### config.mk
export PLATFORM = sky130hd
export DESIGN_NAME = holy_line_fetcher
export DESIGN_NICKNAME = d
export VERILOG_FILES = /design/src/rtl/holy_core_pkg.sv /design/src/rtl/holy_line_fetcher.sv
export SDC_FILE = /design/constraint.sdc
export NUM_CORES = 1
export LEC_CHECK = 0
export BUFFER_PORTS_ARGS = -buffer_cell sky130_fd_sc_hd__buf_2
export CAP_MARGIN = 10
export CELL_PAD_IN_SITES_DETAIL_PLACEMENT = 0
export CELL_PAD_IN_SITES_GLOBAL_PLACEMENT = 2
export CORE_UTILIZATION = 18
export CTS_CLUSTER_DIAMETER = 150
export DETAILED_ROUTE_END_ITERATION = 16
export PLACE_DENSITY = 0.75
export SLEW_MARGIN = 20
export SYNTH_ARGS = -nofsm -noshare
export SYNTH_HDL_FRONTEND = slang
export SYNTH_SLANG_ARGS = --single-unit
### constraint.sdc
create_clock -name clk -period 2 [get_ports clk]
set_clock_uncertainty 0.1 [all_clocks]
set_input_delay 0 -clock clk [delete_from_list [all_inputs] [get_ports clk]]
set_output_delay 0 -clock clk [all_outputs]
set_load 0.005 [all_outputs]
### src/rtl/holy_core_pkg.sv
// Shared types and AXI constants for the holy core memory-side blocks.
package holy_core_pkg;

    // States of the cache-line transfer engine.
    typedef enum logic [2:0] {
        FS_IDLE,
        FS_AR,
        FS_R,
        FS_AW,
        FS_W,
        FS_B,
        FS_DONE
    } fetcher_state_t;

    localparam logic [1:0] AXI_BURST_INCR = 2'b01;
    localparam logic [1:0] AXI_RESP_OKAY  = 2'b00;

    // AXI size encoding for a full-width beat of data_w bits.
    function automatic logic [2:0] clog2_size(input int data_w);
        return 3'($clog2(data_w / 8));
    endfunction

endpackage

### src/rtl/holy_line_fetcher.sv
// Cache-line transfer engine: refills a line with an INCR read burst or
// writes back a line with an INCR write burst, checking every response.
//
// state   | meaning
// --------+---------------------------------------------------------
// FS_IDLE | ready for a request
// FS_AR   | read address offered, waiting for arready
// FS_R    | collecting read beats into the data array
// FS_AW   | write address offered, waiting for awready
// FS_W    | streaming array words out on the W channel
// FS_B    | waiting for the write response
// FS_DONE | one-cycle done/err report
module holy_line_fetcher
    import holy_core_pkg::*;
#(
    parameter int WORDS_PER_LINE = 8,
    parameter int DATA_W         = 32,
    parameter int ADDR_W         = 32,
    parameter int ID_W           = 4,
    parameter int AXI_ID         = 0,
    localparam int IDX_W = (WORDS_PER_LINE > 1) ? $clog2(WORDS_PER_LINE) : 1
) (
    input  logic                  clk,
    input  logic                  rst,
    input  logic                  req_valid,
    output logic                  req_ready,
    input  logic                  req_write,
    input  logic [ADDR_W-1:0]     req_addr,
    output logic                  fill_we,
    output logic [IDX_W-1:0]      fill_idx,
    output logic [DATA_W-1:0]     fill_data,
    input  logic [DATA_W-1:0]     wb_data,
    output logic                  done,
    output logic                  err,
    output logic [ID_W-1:0]       axi_awid,
    output logic [ADDR_W-1:0]     axi_awaddr,
    output logic [7:0]            axi_awlen,
    output logic [2:0]            axi_awsize,
    output logic [1:0]            axi_awburst,
    output logic                  axi_awvalid,
    input  logic                  axi_awready,
    output logic [DATA_W-1:0]     axi_wdata,
    output logic [DATA_W/8-1:0]   axi_wstrb,
    output logic                  axi_wlast,
    output logic                  axi_wvalid,
    input  logic                  axi_wready,
    input  logic [ID_W-1:0]       axi_bid,
    input  logic [1:0]            axi_bresp,
    input  logic                  axi_bvalid,
    output logic                  axi_bready,
    output logic [ID_W-1:0]       axi_arid,
    output logic [ADDR_W-1:0]     axi_araddr,
    output logic [7:0]            axi_arlen,
    output logic [2:0]            axi_arsize,
    output logic [1:0]            axi_arburst,
    output logic                  axi_arvalid,
    input  logic                  axi_arready,
    input  logic [ID_W-1:0]       axi_rid,
    input  logic [DATA_W-1:0]     axi_rdata,
    input  logic [1:0]            axi_rresp,
    input  logic                  axi_rlast,
    input  logic                  axi_rvalid,
    output logic                  axi_rready
);

    localparam int CNT_W = $clog2(WORDS_PER_LINE) + 1;
    localparam int OFF_W = $clog2(WORDS_PER_LINE * DATA_W / 8);
    localparam logic [CNT_W-1:0] LAST_CNT = CNT_W'(WORDS_PER_LINE - 1);
    localparam logic [CNT_W-1:0] FULL_CNT = CNT_W'(WORDS_PER_LINE);

    fetcher_state_t    state;
    logic [ADDR_W-1:0] addr_q;
    logic [CNT_W-1:0]  cnt;
    logic              err_acc;
    logic              beat_last;
    logic              r_hs;
    logic              r_err;

    // IDs and the low address bits are intentionally ignored.
    logic unused;
    assign unused = &{1'b0, axi_rid, axi_bid, req_addr[OFF_W-1:0]};

    assign beat_last = (cnt == LAST_CNT);
    assign r_hs      = axi_rvalid && axi_rready;
    // A beat is bad on a non-OKAY response or when rlast disagrees with the count.
    assign r_err     = (axi_rresp != AXI_RESP_OKAY) || (axi_rlast != beat_last);

    assign axi_awid    = ID_W'(AXI_ID);
    assign axi_arid    = ID_W'(AXI_ID);
    assign axi_awaddr  = addr_q;
    assign axi_araddr  = addr_q;
    assign axi_awlen   = 8'(WORDS_PER_LINE - 1);
    assign axi_arlen   = 8'(WORDS_PER_LINE - 1);
    assign axi_awsize  = clog2_size(DATA_W);
    assign axi_arsize  = clog2_size(DATA_W);
    assign axi_awburst = AXI_BURST_INCR;
    assign axi_arburst = AXI_BURST_INCR;
    assign axi_wstrb   = '1;
    assign axi_wdata   = wb_data;
    assign axi_wlast   = beat_last;

    // Beats beyond the line (slave never sent rlast) must not wrap onto word 0.
    assign fill_we   = r_hs && (cnt < FULL_CNT);
    assign fill_idx  = cnt[IDX_W-1:0];
    assign fill_data = axi_rdata;

    // Transfer sequencing with registered handshake and status outputs.
    always_ff @(posedge clk or posedge rst) begin
        if (rst) begin
            state       <= FS_IDLE;
            addr_q      <= '0;
            cnt         <= '0;
            err_acc     <= 1'b0;
            req_ready   <= 1'b1;
            axi_arvalid <= 1'b0;
            axi_awvalid <= 1'b0;
            axi_wvalid  <= 1'b0;
            axi_bready  <= 1'b0;
            axi_rready  <= 1'b0;
            done        <= 1'b0;
            err         <= 1'b0;
        end else begin
            case (state)
                FS_IDLE: begin
                    if (req_valid) begin
                        addr_q    <= {req_addr[ADDR_W-1:OFF_W], {OFF_W{1'b0}}};
                        cnt       <= '0;
                        err_acc   <= 1'b0;
                        req_ready <= 1'b0;
                        if (req_write) begin
                            axi_awvalid <= 1'b1;
                            state       <= FS_AW;
                        end else begin
                            axi_arvalid <= 1'b1;
                            state       <= FS_AR;
                        end
                    end
                end
                FS_AR: begin
                    if (axi_arready) begin
                        axi_arvalid <= 1'b0;
                        axi_rready  <= 1'b1;
                        state       <= FS_R;
                    end
                end
                FS_R: begin
                    if (axi_rvalid) begin
                        if (cnt < FULL_CNT) begin
                            cnt <= cnt + 1'b1;
                        end
                        err_acc <= err_acc | r_err;
                        if (axi_rlast) begin
                            axi_rready <= 1'b0;
                            done       <= 1'b1;
                            err        <= err_acc | r_err;
                            state      <= FS_DONE;
                        end
                    end
                end
                FS_AW: begin
                    if (axi_awready) begin
                        axi_awvalid <= 1'b0;
                        axi_wvalid  <= 1'b1;
                        state       <= FS_W;
                    end
                end
                FS_W: begin
                    if (axi_wready) begin
                        cnt <= cnt + 1'b1;
                        if (beat_last) begin
                            axi_wvalid <= 1'b0;
                            axi_bready <= 1'b1;
                            state      <= FS_B;
                        end
                    end
                end
                FS_B: begin
                    if (axi_bvalid) begin
                        axi_bready <= 1'b0;
                        done       <= 1'b1;
                        err        <= err_acc | (axi_bresp != AXI_RESP_OKAY);
                        state      <= FS_DONE;
                    end
                end
                FS_DONE: begin
                    done      <= 1'b0;
                    err       <= 1'b0;
                    req_ready <= 1'b1;
                    state     <= FS_IDLE;
                end
                default: state <= FS_IDLE;
            endcase
        end
    end

endmodule

Word-level counts from Yosys, hierarchy flattened
Cells that the tools add are included.
W data, S select, Z words.
{"block": "totals", "elab_cells": 108, "ff_bits": 43}
{"block": "classes", "reduce_logical": 26, "muxes": 47, "n_lt_le_gt_ge": 1, "eq_ne": 19, "addsub": 1, "n_bitwise": 2}
{"operator": "$mux W3", "count": 8}
{"operator": "$reduce_and A4 Y1", "count": 6}
{"operator": "$mux W1", "count": 23}
{"operator": "$ne A2 B2 Y1 const B", "count": 11}
{"operator": "$pmux W3 S6", "count": 1}
{"operator": "$reduce_bool A2 Y1", "count": 9}
{"operator": "$mux W4", "count": 4}
{"operator": "$pmux W1 S2", "count": 7}
{"operator": "$pmux W4 S3", "count": 1}
{"operator": "$eq A3 B3 Y1 const B", "count": 3}
{"operator": "$reduce_and A8 Y1", "count": 1}
{"operator": "$eq A3 B2 Y1 const B", "count": 2}
{"operator": "$pmux W1 S3", "count": 2}
{"operator": "$reduce_bool A3 Y1", "count": 2}
{"operator": "$reduce_and A5 Y1", "count": 1}
{"operator": "$add A4 B1 Y4 const B", "count": 1}
{"operator": "$eq A4 B3 Y1 const B", "count": 1}
{"operator": "$lt A4 B4 Y1 const B", "count": 1}
{"operator": "$reduce_and A2 Y1", "count": 2}
{"operator": "$eq A3 B1 Y1 const B", "count": 1}
{"operator": "$logic_not A3 Y1", "count": 1}
{"operator": "$reduce_and A3 Y1", "count": 1}
{"operator": "$logic_and A1 B1 Y1", "count": 2}
{"operator": "$mux W2", "count": 1}
{"operator": "3 further kinds", "count": 4}

Longest topological paths before layout
{"block": "logic_depth", "word_depth": 7, "depth_mapped": 7, "mapped_depth_nobuf": 5}

Worst setup path before layout
No wires, ideal clock.
{"block": "synth_path", "path_kind": "register to register", "from": "reg state[2]", "to": "reg cnt[2]", "slack_ps": 314, "synth_period_minus_slack_ps": 1686, "setup_ps": 127, "stages_incl_launch_ff": 6, "required_time_ps": 1773, "n_path_buf": 1, "t_arrival_ps": 1459, "cell_sequence": "dfrtp_1 buf_6 or3b_4 a31oi_4 nand2_2 mux2_1"}
{"block": "synth_via", "elab_chain_len": 3}
{"item": "start: declaration", "line": "holy_line_fetcher.sv:71", "rtl": "fetcher_state_t state;"}
{"item": "start signal: assignment", "line": "holy_line_fetcher.sv:110", "rtl": "state <= FS_IDLE;"}
{"item": "start signal: assignment", "line": "holy_line_fetcher.sv:132", "rtl": "state <= FS_AW;"}
{"item": "start signal: assignment", "line": "holy_line_fetcher.sv:135", "rtl": "state <= FS_AR;"}
{"item": "$eq A3 B2 Y1, or another cell as far along", "line": "holy_line_fetcher.sv:123", "rtl": "case (state)"}
{"item": "$ne A2 B2 Y1 (no source line) / $reduce_bool A3 Y1 (equally long branches)"}
{"item": "$reduce_and A5 Y1 (no source line)"}
{"item": "end signal: assignment", "line": "holy_line_fetcher.sv:149", "rtl": "cnt <= cnt + 1'b1;"}
{"item": "end signal: assignment", "line": "holy_line_fetcher.sv:169", "rtl": "cnt <= cnt + 1'b1;"}
{"item": "end: declaration", "line": "holy_line_fetcher.sv:73", "rtl": "logic [CNT_W-1:0] cnt;"}
Several ways; a longest one is shown, not always the timed one.
A chain may end at the register's enable or synchronous reset.

Worst setup path in the final report
{"block": "layout_path", "from": "reg cnt[0]", "to": "reg axi_bready"}
{"block": "layout_via", "elab_chain_len": 3}
{"item": "$eq A4 B3 Y1", "line": "holy_line_fetcher.sv:83", "rtl": "assign beat_last = (cnt == LAST_CNT);"}
{"item": "$ne A2 B2 Y1 (no source line)"}
{"item": "$reduce_and A4 Y1 (no source line)"}
{"item": "end signal: assignment", "line": "holy_line_fetcher.sv:118", "rtl": "axi_bready <= 1'b0;"}
{"item": "end signal: assignment", "line": "holy_line_fetcher.sv:172", "rtl": "axi_bready <= 1'b1;"}
{"item": "end signal: assignment", "line": "holy_line_fetcher.sv:179", "rtl": "axi_bready <= 1'b0;"}
{"item": "end: declaration", "line": "holy_line_fetcher.sv:50", "rtl": "output logic axi_bready,"}
Every way passes these cells.

==> results.txt <==
The worst path needs 1.88 ns of the cycle, external delays included. Measured against its own limit, the worst slew margin works out to 64.4%. STA puts the critical path data required time at 2.07 ns. The synthesized netlist devotes 7.97% of its cell area to simple gates. For this design the top-level I/O count stands at 297. Overall routed net length: 7260 um. Of all cell types, the one taking the most synthesized area is sky130_fd_sc_hd__buf_4. The tools report the kind of launch point of the worst setup path as a register. The clock passes through at most 2 buffers. The number of enable-type register cells in the synthesized netlist was 0. Summed over all cells, the static leakage comes to 0.00201 uW. The count of endpoints failing hold in the final timing report was 0; the number of filler instances in the final layout was 1759. Of all nets on the critical path, the largest fanout is 4. Clock-pin slew was measured on the worst setup and hold paths at 0.06 ns. After synthesis, the largest family of logic cells by area is buffers and inverters. The standard-cell row count is 47. In the routed design, unresolved DRC markers number 0. For this run the aggregate overflow at the end of global routing stands at 0. For the pin with the worst max-slew slack, the measured transition is 0.533 ns. Once the floorplan was initialized, standard cells occupied 18.5% of the core.

The first TritonRoute pass finished after 4 iterations. In this run the horizontal extent of the chip is 133 um. The run gives 0 as the count of synthesis-stage warnings from yosys. The largest net degree at the start of global routing is 34.

The synthesized netlist devotes 7.97% of its cell area to compound gates. The synthesized netlist devotes 0.809% of its cell area to adder and majority cells. The initial antenna violation count was 1. Cells with a size suffix above 1 make up 31.1% of the layout.

The routed layout has 2341 vias. Dividing the synthesized area by the synthesized cell count gives 9.92 um2. Most common flop cell mapped by yosys: sky130_fd_sc_hd__dfrtp_1. The worst setup path is captured at a register.

For this run, the top clock speed supported by timing is 532 MHz. In this run, CTS created clock tree buffers numbering 5. The top cell type's share of synthesized area is 34.5%, and the half-perimeter wire length after placement is 4910 um. Global routing used 7.61% of the available tracks.

The worst setup path category is register to register. Compared with the post-synthesis result, the final layout area differs by 35.9%. The post-route fraction of the period consumed by the critical path works out to 94.1%.

Counting distinct cell types in the post-synthesis netlist gives 46. The flow ran to the end, and the final reports show no timing, DRC or antenna violations. The power per cell area was 972 nW/um2. Setup violations remaining at the end of the flow were counted as 0.

The library cell with the highest instance count after synthesis was sky130_fd_sc_hd__buf_4. The tools report the part of the Yosys area used for sequential elements as 34.8%. Gate count of the mapped netlist: 312. The tools report the number of maximum-capacitance constraint violations as 0. TritonCTS built the clock tree. The first routing iteration left 40 violations. Summing the areas of all xor and xnor instances in the mapped netlist gives 0.283% of the synthesized area.

The tools report the number of nets with antenna violations after detailed routing as 0. Via density per instance: 3.60. The logs give 2107 for the via count of the first global-routing pass and 4090 uW for the post-route total power.

The tools report the total standard cell area after synthesis as 3090 um2. Buffer type at the clock tree root: sky130_fd_sc_hd__clkbuf_16. In the synthesized netlist, mux cells make up 10.5% of the area. The data arrival at the endpoint of the critical path was 1.95 ns. The number of antenna diodes in the final layout is 0. The run gives 550 as the number of nets in the final layout.

The share of synthesized registers carrying an async set or reset was 100%. In this run the standard cell core region covers 16700 um2. The die covers 17700 um2.

Ranked by total cell area, the synthesized netlist is headed by sky130_fd_sc_hd__buf_4, sky130_fd_sc_hd__dfrtp_1, sky130_fd_sc_hd__mux2_1, sky130_fd_sc_hd__buf_6, sky130_fd_sc_hd__o21ai_0. After detailed routing, the average wire length per cell comes to 11.2 um. The later pin in the worst-skew pair is clocked with a latency of 0.28 ns. In this run the worst hold path is classified as primary input to register. For the largest voltage drop on the vdd net, the log shows 0.000447 V. Height of the chip: 133 um. For the deepest level of the CTS H-tree, the log shows 2. Setup repair after global routing left no endpoint under its margin. CTS saw 43 sinks. At the end of routability-driven placement, the weighted congestion stood at 0.728.

The number of buffers added on ports is 107, and the number of pins with negative max-slew slack in the final report is 0. For the summed negative setup slack over all endpoints, the log shows 0 ns. The first global-routing pass estimated 10600 um of wire. After synthesis the netlist holds a flip-flop and latch count of 43.

By count the netlist is led by sky130_fd_sc_hd__buf_4, sky130_fd_sc_hd__dfrtp_1, sky130_fd_sc_hd__mux2_1.
==> layout make-up <==
cell class	count	area (um2)	area share, %
repair buffers	216	1630	38.7
flip-flops and latches	43	1080	25.6
multi-input cells	157	1030	24.6
well taps	220	275	6.55
clock buffers	7	133	3.15
clock inverters	1	30.0	0.714
inverters	7	26.3	0.625
==> cell families after synthesis <==
family	count (synthesis)
xor gates and xnor gates	1
other	2
DFF	43
AOI/OAI and AO/OA	35
adders and majority gates	2
buffers and inverters	158
and+or+nand+nor	42
muxes	29
==> flip-flops by register name, summed over array words and instances (netlist names) <==
register and cells:
axi_awvalid 1, req_ready 1, axi_rready 1, err_acc 1
axi_bready 1, axi_wvalid 1, state 3, done 1
axi_arvalid 1, err 1, cnt 4, axi_araddr 27
==> final timing paths <==
kind,startpoint,to,slack [ns],cells after the start
hold reg to reg,done,done,0.40,1
max in group asynchronous,rst,axi_araddr[20],1.09,4
setup reg to reg,cnt[0],axi_bready,0.12,5
setup / recovery,cnt[0],axi_bready,0.12,5
min in group asynchronous,rst,axi_araddr[15],0.22,3
hold / removal,axi_bresp[1],err,0.02,3
==> where the power goes <==
| part | internal (uW) | switching, uW | total, uW |
|---|---|---|---|
| sequential | 1270 | 282 | 1550 |
| combinational | 931 | 699 | 1630 |
| clock | 590 | 314 | 905 |
==> what timing repair did <==
action,4_1_cts,5_1_grt
setup endpoints to repair,0,1
hold buffers,100,0
setup buffers,0,2
resized for setup,0,2
hold endpoints to repair,117,0
==> cells in the final DEF, fill, tap and decap left out, drive strengths merged, types with 2 or more instances in the layout <==
cell type	instances
buf	116
dlygate4sd3	100
conb	48
dfrtp	42
mux2	28
nand2	9
o21ai	8
nor2	8
inv	7
a31oi	7
clkbuf	7
a21oi	6
nor2b	4
nand3	4
and3	3
a21o	3
nand3b	2
a32o	2
a41oi	2
nand4b	2
ha	2
or3b	2
==> routing by layer <==
metal,track usage (%),vias to the layer above,share of wire [%]
met3,2.63,10,11
met5,0,-,0.18
li1,-,1089,-
met4,2.46,2,1.7
met2,14.8,180,52
met1,7.42,1060,36
==> critical path: stages, from the launching register on <==
cell and delay, ns:
sky130_fd_sc_hd__dfrtp_1 0.40, sky130_fd_sc_hd__ha_1 0.22, sky130_fd_sc_hd__and3b_2 0.26, sky130_fd_sc_hd__a31oi_1 0.15, sky130_fd_sc_hd__o21ai_0 0.07, sky130_fd_sc_hd__dlygate4sd3_1 0.55
==> metrics by stage <==
| stage | hold slack (ns) | cells | setup WS (ns) | instance area [um2] | utilization, % |
|---|---|---|---|---|---|
| 6_report | 0.0172 | 651 | 0.119 | 4210 | 25.2 |
| 5_1_grt | 0.0426 | 651 | 0.0233 | 4210 | 25.2 |
| 4_1_cts | 0.00132 | 649 | 0.0787 | 4190 | 25.1 |
| 3_5_place_dp | -0.100 | 541 | 0.185 | 3020 | 18.1 |
| 3_3_place_gp | -0.100 | 541 | 0.190 | 3020 | 18.1 |
| 2_1_floorplan | -0.0192 | 358 | 0.314 | 3270 | - |
No activity file was read; power rests on OpenSTA's default activity.
